==> config.mk <==
export PLATFORM = sky130hd
export DESIGN_NAME = eeprom_key_cmd
export DESIGN_NICKNAME = d
export VERILOG_FILES = /design/src/rtl/eeprom_key_cmd_pkg.sv /design/src/rtl/eeprom_key_cmd_key_debounce.sv /design/src/rtl/eeprom_key_cmd.sv
export SDC_FILE = /design/constraint.sdc
export NUM_CORES = 1
export LEC_CHECK = 0
export ABC_AREA = 1
export ABC_CLOCK_PERIOD_IN_PS = 2400
export CORE_ASPECT_RATIO = 0.9
export CORE_MARGIN = 5
export CORE_UTILIZATION = 63
export DETAILED_ROUTE_END_ITERATION = 10
export PLACE_DENSITY = 0.93
export SKIP_CTS_REPAIR_TIMING = 1
export SYNTH_ARGS = -nofsm -noshare
export SYNTH_HDL_FRONTEND = slang
export SYNTH_SLANG_ARGS = --single-unit
==> constraint.sdc <==
create_clock -name clk -period 2.4 [get_ports clk]
set_input_delay 0.48 -clock clk [delete_from_list [all_inputs] [get_ports clk]]
set_output_delay 0.48 -clock clk [all_outputs]
set_load 0.01 [all_outputs]
==> src/rtl/eeprom_key_cmd_pkg.sv <==
// Shared types and default timing for the eeprom_key_cmd command stage.
// Optional read-back verify is enabled with the AUTO_VERIFY_EN macro.
package eeprom_key_cmd_pkg;

  localparam int unsigned DefDebounceCnt = 1_000_000;
  localparam int unsigned DefTimeoutCnt  = 5_000_000;
  localparam int unsigned DefStrobeLen   = 4;

  typedef enum logic [2:0] {
    StIdle,
    StIssue,
    StWait,
    StHold,
    StVerify
  } cmd_state_e;

  // Counter width able to hold n-1, never zero.
  function automatic int unsigned cnt_width(input int unsigned n);
    return (n > 1) ? $clog2(n) : 1;
  endfunction

endpackage

==> src/rtl/eeprom_key_cmd_key_debounce.sv <==
// Push-button conditioner: 2-flop synchroniser, stability counter, debounced
// level and a one-cycle pulse on each debounced high->low transition.
module eeprom_key_cmd_key_debounce
  import eeprom_key_cmd_pkg::*;
#(
  parameter int unsigned DEBOUNCE_CNT = DefDebounceCnt
) (
  input  logic clk_i,
  input  logic rst_ni,
  input  logic key_ni,
  output logic level_o,
  output logic fall_o
);

  localparam int unsigned CntW = cnt_width(DEBOUNCE_CNT);

  logic [1:0]      sync_q, sync_d;
  logic            level_q, level_d;
  logic            fall_q, fall_d;
  logic [CntW-1:0] cnt_q, cnt_d;

  always_comb begin
    sync_d  = {sync_q[0], key_ni};
    level_d = level_q;
    fall_d  = 1'b0;
    cnt_d   = cnt_q;
    // Count consecutive samples that disagree with the current level.
    if (sync_q[1] == level_q) begin
      cnt_d = '0;
    end else if (cnt_q == CntW'(DEBOUNCE_CNT - 1)) begin
      level_d = sync_q[1];
      fall_d  = ~sync_q[1];
      cnt_d   = '0;
    end else begin
      cnt_d = cnt_q + 1'b1;
    end
  end

  always_ff @(posedge clk_i or negedge rst_ni) begin
    if (!rst_ni) begin
      sync_q  <= 2'b11;
      level_q <= 1'b1;
      fall_q  <= 1'b0;
      cnt_q   <= '0;
    end else begin
      sync_q  <= sync_d;
      level_q <= level_d;
      fall_q  <= fall_d;
      cnt_q   <= cnt_d;
    end
  end

  assign level_o = level_q;
  assign fall_o  = fall_q;

endmodule

==> src/rtl/eeprom_key_cmd.sv <==
// Command stage for eeprom_top: debounced keys issue one read/write strobe per
// press and hold off until complete. AUTO_VERIFY_EN adds a read-back after writes.
module eeprom_key_cmd
  import eeprom_key_cmd_pkg::*;
#(
  parameter int unsigned DEBOUNCE_CNT = DefDebounceCnt,
  parameter int unsigned TIMEOUT_CNT  = DefTimeoutCnt,
  parameter int unsigned STROBE_LEN   = DefStrobeLen
) (
  input  logic        clk,
  input  logic        rst_n,
  input  logic        key_rd_n,
  input  logic        key_wr_n,
  input  logic [15:0] sw,
  input  logic        complete,
  output logic [7:0]  addr,
  output logic [7:0]  data,
  output logic        read_n,
  output logic        write_n,
  output logic        busy,
  output logic        err_timeout
);

  localparam int unsigned TmrW = cnt_width(TIMEOUT_CNT);
  localparam int unsigned StbW = cnt_width(STROBE_LEN);

  logic rd_level, rd_fall, wr_level, wr_fall;

  eeprom_key_cmd_key_debounce #(
    .DEBOUNCE_CNT(DEBOUNCE_CNT)
  ) u_rd_debounce (
    .clk_i  (clk),
    .rst_ni (rst_n),
    .key_ni (key_rd_n),
    .level_o(rd_level),
    .fall_o (rd_fall)
  );

  eeprom_key_cmd_key_debounce #(
    .DEBOUNCE_CNT(DEBOUNCE_CNT)
  ) u_wr_debounce (
    .clk_i  (clk),
    .rst_ni (rst_n),
    .key_ni (key_wr_n),
    .level_o(wr_level),
    .fall_o (wr_fall)
  );

  // cpl_q[0], cpl_q[1]: synchroniser; cpl_q[2]: previous synchronised level.
  logic [2:0]      cpl_q, cpl_d;
  logic            cpl_edge_q, cpl_edge_d;
  cmd_state_e      state_q, state_d;
  logic [7:0]      addr_q, addr_d, data_q, data_d;
  logic            read_n_q, read_n_d, write_n_q, write_n_d;
  logic            busy_q, busy_d, err_q, err_d;
  logic [StbW-1:0] stb_cnt_q, stb_cnt_d;
  logic [TmrW-1:0] timer_q, timer_d;
`ifdef AUTO_VERIFY_EN
  logic            is_wr_q, is_wr_d;
  logic            verified_q, verified_d;
`endif

  always_comb begin
    cpl_d      = {cpl_q[1:0], complete};
    cpl_edge_d = cpl_q[1] & ~cpl_q[2];
    state_d    = state_q;
    addr_d     = addr_q;
    data_d     = data_q;
    read_n_d   = read_n_q;
    write_n_d  = write_n_q;
    busy_d     = busy_q;
    err_d      = err_q;
    stb_cnt_d  = stb_cnt_q;
    timer_d    = timer_q;
`ifdef AUTO_VERIFY_EN
    is_wr_d    = is_wr_q;
    verified_d = verified_q;
`endif
    case (state_q)
      StIdle: begin
        if (wr_fall || rd_fall) begin
          addr_d    = sw[15:8];
          data_d    = sw[7:0];
          err_d     = 1'b0;
          busy_d    = 1'b1;
          stb_cnt_d = '0;
          // Write wins a same-cycle double press.
          if (wr_fall) write_n_d = 1'b0;
          else         read_n_d  = 1'b0;
`ifdef AUTO_VERIFY_EN
          is_wr_d    = wr_fall;
          verified_d = 1'b0;
`endif
          state_d = StIssue;
        end
      end
      StIssue, StVerify: begin
        if (stb_cnt_q == StbW'(STROBE_LEN - 1)) begin
          read_n_d  = 1'b1;
          write_n_d = 1'b1;
          timer_d   = '0;
          state_d   = StWait;
        end else begin
          stb_cnt_d = stb_cnt_q + 1'b1;
        end
      end
      StWait: begin
        if (cpl_edge_q) begin
`ifdef AUTO_VERIFY_EN
          if (is_wr_q && !verified_q) begin
            read_n_d   = 1'b0;
            stb_cnt_d  = '0;
            verified_d = 1'b1;
            state_d    = StVerify;
          end else begin
            state_d = StHold;
          end
`else
          state_d = StHold;
`endif
        end else if (timer_q == TmrW'(TIMEOUT_CNT - 1)) begin
          err_d   = 1'b1;
          state_d = StHold;
        end else if (timer_q != {TmrW{1'b1}}) begin
          timer_d = timer_q + 1'b1;
        end
      end
      StHold: begin
        if (rd_level && wr_level) begin
          busy_d  = 1'b0;
          state_d = StIdle;
        end
      end
      default: state_d = StIdle;
    endcase
  end

  always_ff @(posedge clk or negedge rst_n) begin
    if (!rst_n) begin
      cpl_q      <= '0;
      cpl_edge_q <= 1'b0;
      state_q    <= StIdle;
      addr_q     <= '0;
      data_q     <= '0;
      read_n_q   <= 1'b1;
      write_n_q  <= 1'b1;
      busy_q     <= 1'b0;
      err_q      <= 1'b0;
      stb_cnt_q  <= '0;
      timer_q    <= '0;
`ifdef AUTO_VERIFY_EN
      is_wr_q    <= 1'b0;
      verified_q <= 1'b0;
`endif
    end else begin
      cpl_q      <= cpl_d;
      cpl_edge_q <= cpl_edge_d;
      state_q    <= state_d;
      addr_q     <= addr_d;
      data_q     <= data_d;
      read_n_q   <= read_n_d;
      write_n_q  <= write_n_d;
      busy_q     <= busy_d;
      err_q      <= err_d;
      stb_cnt_q  <= stb_cnt_d;
      timer_q    <= timer_d;
`ifdef AUTO_VERIFY_EN
      is_wr_q    <= is_wr_d;
      verified_q <= verified_d;
`endif
    end
  end

  assign addr        = addr_q;
  assign data        = data_q;
  assign read_n      = read_n_q;
  assign write_n     = write_n_q;
  assign busy        = busy_q;
  assign err_timeout = err_q;

endmodule

# == Word level (Yosys, flattened, before mapping) ==
# Index checks and enable logic that the tools add are counted.
# totals
register_bits,100
latchBits,0
mem_bits_rw,0
romBits,0
elab_cells,105
memories,0
# classes
add_sub_neg,4
mul,0
div_mod_pow,0
magnitude_cmp,0
n_eq_ne,22
shifts,0
n_mux,36
bitwise_logic,6
n_reduce_logical,18
# op_table
cell,count
$mux 23,4
$mux 20,4
$pmux 23 s2,1
$add 20x1->20 const B,2
$eq 20x20->1 const B,2
$add 23x1->23 const B,1
$eq 23x23->1 const B,1
$ne 23x23->1 const B,1
$ne 2x2->1 const B,9
$reduce_and 4->1,4
$mux 3,5
$mux 1,14
$pmux 3 s4,1
$pmux 1 s2,4
$reduce_bool 2->1,4
$eq 3x2->1 const B,2
$reduce_and 2->1,3
$reduce_and 3->1,2
$not 1->1,5
$reduce_and 5->1,1
$mux 2,2
$pmux 2 s2,1
$eq 3x1->1 const B,1
$eq 3x3->1 const B,1
10 further kinds,11

# == Depth between registers and ports, before layout ==
# depth
ltp_word,5
mapped_depth,11
depth_no_buf,10

# == By module ==
# Synthesis repeated with hierarchy kept, for this count alone.
# unflattened
cells_unflattened,725
hier_area_um2,5626.6
# modules_own_cells
module,n_inst,cells_per_inst,area_each_um2,seq_area_each_um2
eeprom_key_cmd,1,389,2881.5,1278.7
eeprom_key_cmd_key_debounce,2,168,1372.6,604.3

# == Worst setup path after synthesis ==
# Ideal clock, no wire load.
# synth_path
kind,register to register
from,reg state_q[0]
to,reg timer_q[0]
setup_time_ps,116
arrival_ps,1490
required_time_ps,2284
setup_slack_ps,795
stages_incl_launch_ff,10
period_less_slack_ps,1605
cell_sequence,dfrtp_1 -> inv_1 -> ha_1 -> buf_2 -> clkinv_1 -> nor2_1 -> nor2_1 -> buf_6 -> nor2_1 -> nor2_1
# synth_between
elab_chain_len,4
elab_cells_between_ends,11
classes_between,7 x eq/ne; 1 x mux; 3 x reduce/logical
# synth_rtl
element,line,source
"start, declared",eeprom_key_cmd.sv:52,"cmd_state_e state_q, state_d;"
"start signal, assigned",eeprom_key_cmd.sv:142,state_q <= StIdle;
"start signal, assigned",eeprom_key_cmd.sv:158,state_q <= state_d;
$eq 3x1->1 / $eq 3x3->1 (equally long branches),eeprom_key_cmd.sv:79,case (state_q)
$reduce_or 2->1,eeprom_key_cmd.sv:79,
$ne 2x2->1 (no source line) / $reduce_bool 2->1 (equally long branches),--,
$reduce_and 5->1 (no source line),--,
"end signal, assigned",eeprom_key_cmd.sv:166,timer_q <= timer_d;
"end, declared",eeprom_key_cmd.sv:57,"logic [TmrW-1:0] timer_q, timer_d;"
# Several ways; a longest one is shown, not always the timed one.
# A chain may end at the register's enable or synchronous reset.

# == Worst setup path after layout ==
# layout_path
from,reg read_n_q (netlist: read_n)
to,out read_n
# layout_rtl
element,line,source
"start, declared",eeprom_key_cmd.sv:54,"logic read_n_q, read_n_d, write_n_q, write_n_d;"
"start signal, assigned",eeprom_key_cmd.sv:161,read_n_q <= read_n_d;
"end, declared",eeprom_key_cmd.sv:18,"output logic read_n,"
# No word-level cell between the ends.

==> results.md <==
- Count of nets after finishing: 781
- Chip height: 96.91 um
- Average routed wire per standard cell: 14.23 um
- Critical Path Max Stage Delay: 0.56 ns
- Slew at the pin with the worst max-slew slack: 0.5361 ns
- Post-DRT Antenna Nets: 0
- Total overflow reported by the global router: 0
- Vias post-DR: 4720
- TritonCTS buffer count: 9
- I/O pin total: 41
- Top achievable clock speed: 510.3 MHz
- Vias per std cell: 5.514
- Combined buffer and inverter count along the critical path: 1
- Buffer cell driving the clock tree root: sky130_fd_sc_hd__clkbuf_8
- Placement row count: 31
- Number of synthesized flops with an enable pin: 0
- Share of post-route cells with drive strength above 1: 0.06341
- Cells after Synth: 703
- Critical path cell sequence: clkdlybuf4s50_1
- Cell types occupying the most area after synthesis: sky130_fd_sc_hd__dfrtp_1 43%, sky130_fd_sc_hd__nand2_1 14%, sky130_fd_sc_hd__nor2_1 8.0%
- Unrepaired setup endpoints after global routing: false
- Wirelength, routed: 12.19 mm
- Wire length of the first global-routing pass: 21.02 mm
- Die Width: 106.6 um
- Static power due to leakage: 2.670 nW
- Placer Congestion: 0.9645
- Setup skew after layout: 0.009419 ns
- Detailed Routing Iterations Pass 1: 6
- Commonest non-fill, non-tap cell in the layout: sky130_fd_sc_hd__nand2_1
- Share of the clock period used by the worst path: 0.8164
- Total count of hold-check failures in the final report: 0
- Synth area leader: sky130_fd_sc_hd__dfrtp_1
- Largest driver fanout on the critical path: 2
- Slew headroom: 0.6422
- Worst R2R Start: state_q[1]
- Power density normalized to cell area: 480.3 mW/mm2
- Number of global-route vias before repair: 4714
- Number of nets in the synthesized netlist: 732
- Half-perimeter wire length after detailed placement: 8.822 mm
- Number of warnings printed during yosys synthesis: 0
- Violation count after the first detailed-routing iteration: 324
- Synthesized area per cell: 7.521 um2
- End of the worst register-to-register path: timer_q[21]
- Setup slack of the most critical reg-to-reg path: 0.45 ns
- Share of the synthesized area in the top cell type: 0.4307
- Synth-to-layout area growth: 13.39%
- CP delay by family, top: flip-flops
- Placeable core area: 0.008107 mm2
- Yosys reg bits: 99
- Fraction of registers with async set or reset after synthesis: 1.000
- Synth cell types: 39
- Result of the run: finished clean
- Initial core utilization: 0.6523
- Final total negative setup slack: 0 ns
- Diodes inserted: 0
- Kind of end point of the critical path: primary output
- HP Class: input port to async pin
- Reported max-cap violation count: 0
- Clock tree from TritonCTS: built
- Instance count on the critical path: 1
- Max Root-Sink Buffers: 2
- Fraction of the yosys area taken by sequential cells: 0.4704
- Clk pin slew, worst setup/hold paths: 0.09 ns
- CP Data Arrival Time: 1.48 ns
- Slowest cell on the critical path: sky130_fd_sc_hd__dfstp_2
- Die Footprint: 0.01033 mm2
- Clk Latency, worst-skew pair: 0.38 ns
- Total standard cell area after synthesis: 0.005288 mm2
- Pin count of the biggest net entering global routing: 41
- Category of the worst setup path launch point: flop
- Fin crit period: 1.959 ns
- DRC: 0
- Leading cell types in the layout, fill and taps excluded: 204 x sky130_fd_sc_hd__nand2_1, 112 x sky130_fd_sc_hd__nor2_1, 91 x sky130_fd_sc_hd__dfrtp_1
- Count of cells along the worst register-to-register path: 9
- Final setup violation count: 0
- Quantity of I/O buffers inserted on ports: 40
- Total Routing Usage GR: 0.2470
- Level count of the clock H-tree: 3
- Initial antenna violation count: 0
- Hold Worst Slack: 0.02735 ns
- Data required time at the worst endpoint: 1.92 ns
- Number of pins with negative max-slew slack in the final report: 0
- CTS sink cnt: 99
- Worst vdd rail ir drop: 0.4160 mV
- Top FF cell, synth: sky130_fd_sc_hd__dfrtp_1
- Type of the worst setup path: flop to primary output
-- cell usage after synthesis (3+ instances only) --
| master | n |
|---|---|
| sky130_fd_sc_hd__xnor2_1 | 4 |
| sky130_fd_sc_hd__xor2_1 | 15 |
| sky130_fd_sc_hd__nand2_1 | 204 |
| sky130_fd_sc_hd__o21bai_1 | 6 |
| sky130_fd_sc_hd__nand3_1 | 50 |
| sky130_fd_sc_hd__inv_1 | 85 |
| sky130_fd_sc_hd__nor3b_1 | 3 |
| sky130_fd_sc_hd__nand2_2 | 4 |
| sky130_fd_sc_hd__buf_6 | 3 |
| sky130_fd_sc_hd__nor3_1 | 18 |
| sky130_fd_sc_hd__nor2_2 | 3 |
| sky130_fd_sc_hd__dfstp_2 | 8 |
| sky130_fd_sc_hd__o21ai_1 | 10 |
| sky130_fd_sc_hd__nand4_1 | 15 |
| sky130_fd_sc_hd__dfrtp_1 | 91 |
| sky130_fd_sc_hd__a21oi_1 | 13 |
| sky130_fd_sc_hd__ha_1 | 8 |
| sky130_fd_sc_hd__nor2_4 | 3 |
| sky130_fd_sc_hd__nor2_1 | 113 |
| sky130_fd_sc_hd__o21ai_0 | 22 |
-- where the power goes --
group | switching [mW] | total [mW] | internal (mW) | leakage (nW)
registers | 0.0107 | 1.70 | 1.68 | 1.26
logic | 0.0597 | 0.104 | 0.0443 | 1.32
clock network | 0.591 | 1.08 | 0.489 | 0.0943
total | 0.662 | 2.88 | 2.22 | 2.67
-- how the worst max path moves through the flow --
stage / start / end / slack, ns
2_1_floorplan: state_q[0] / timer_q[0] / 0.79
3_3_place_gp: timer_q[0] / timer_q[21] / 0.40
3_5_place_dp: state_q[1] / timer_q[21] / 0.27
4_1_cts: state_q[1] / timer_q[21] / 0.23
5_1_grt: state_q[1] / timer_q[21] / 0.21
6_report: read_n / read_n / 0.44
-- metal layers --
metal  global-route usage  part of all wire
met5                    0                 0
met4              0.08260             0.023
met3              0.06724             0.065
met2               0.4182              0.49
met1               0.3044              0.42
-- stage by stage --
step	instances	util	setup slack, ns	area [um2]	total power, mW
floorplan	703	-	0.7947	5288	1.750
global placement	840	0.7157	0.3962	5802	1.828
detailed placement	840	0.7157	0.2740	5802	1.833
CTS	856	0.7393	0.2338	5993	2.903
global route	856	0.7396	0.2100	5996	2.977
finish	856	0.7396	0.4405	5996	2.880
-- flip-flops by register name (all words and copies together) (netlist names), 2 cells and up --
signal,flops
timer_q,23
u_rd_debounce.cnt_q,20
u_wr_debounce.cnt_q,20
addr,8
data,8
cpl_q,3
state_q,2
stb_cnt_q,2
u_rd_debounce.sync_q,2
u_wr_debounce.sync_q,2
-- cells by family (layout without fill, tap and decap cells) --
kind of cell,Yosys count,count (layout),share of synthesized area
buf+inv,94,148,0.07335
xor+xnor,19,19,0.03147
flops,99,99,0.4704
fa+ha+maj,8,8,0.01893
simple gates,423,423,0.3407
compound gates,60,60,0.06508
-- area by class of cell --
class | count | area (um2)
multi-input cells | 510 | 2415
clock inverters | 5 | 60.06
well taps | 99 | 123.9
repair buffers | 46 | 455.4
flip-flops and latches | 99 | 2487
inverters | 86 | 322.8
clock buffers | 11 | 131.4
fillers | 602 | 2111
No activity file was read; power rests on OpenSTA's default activity.
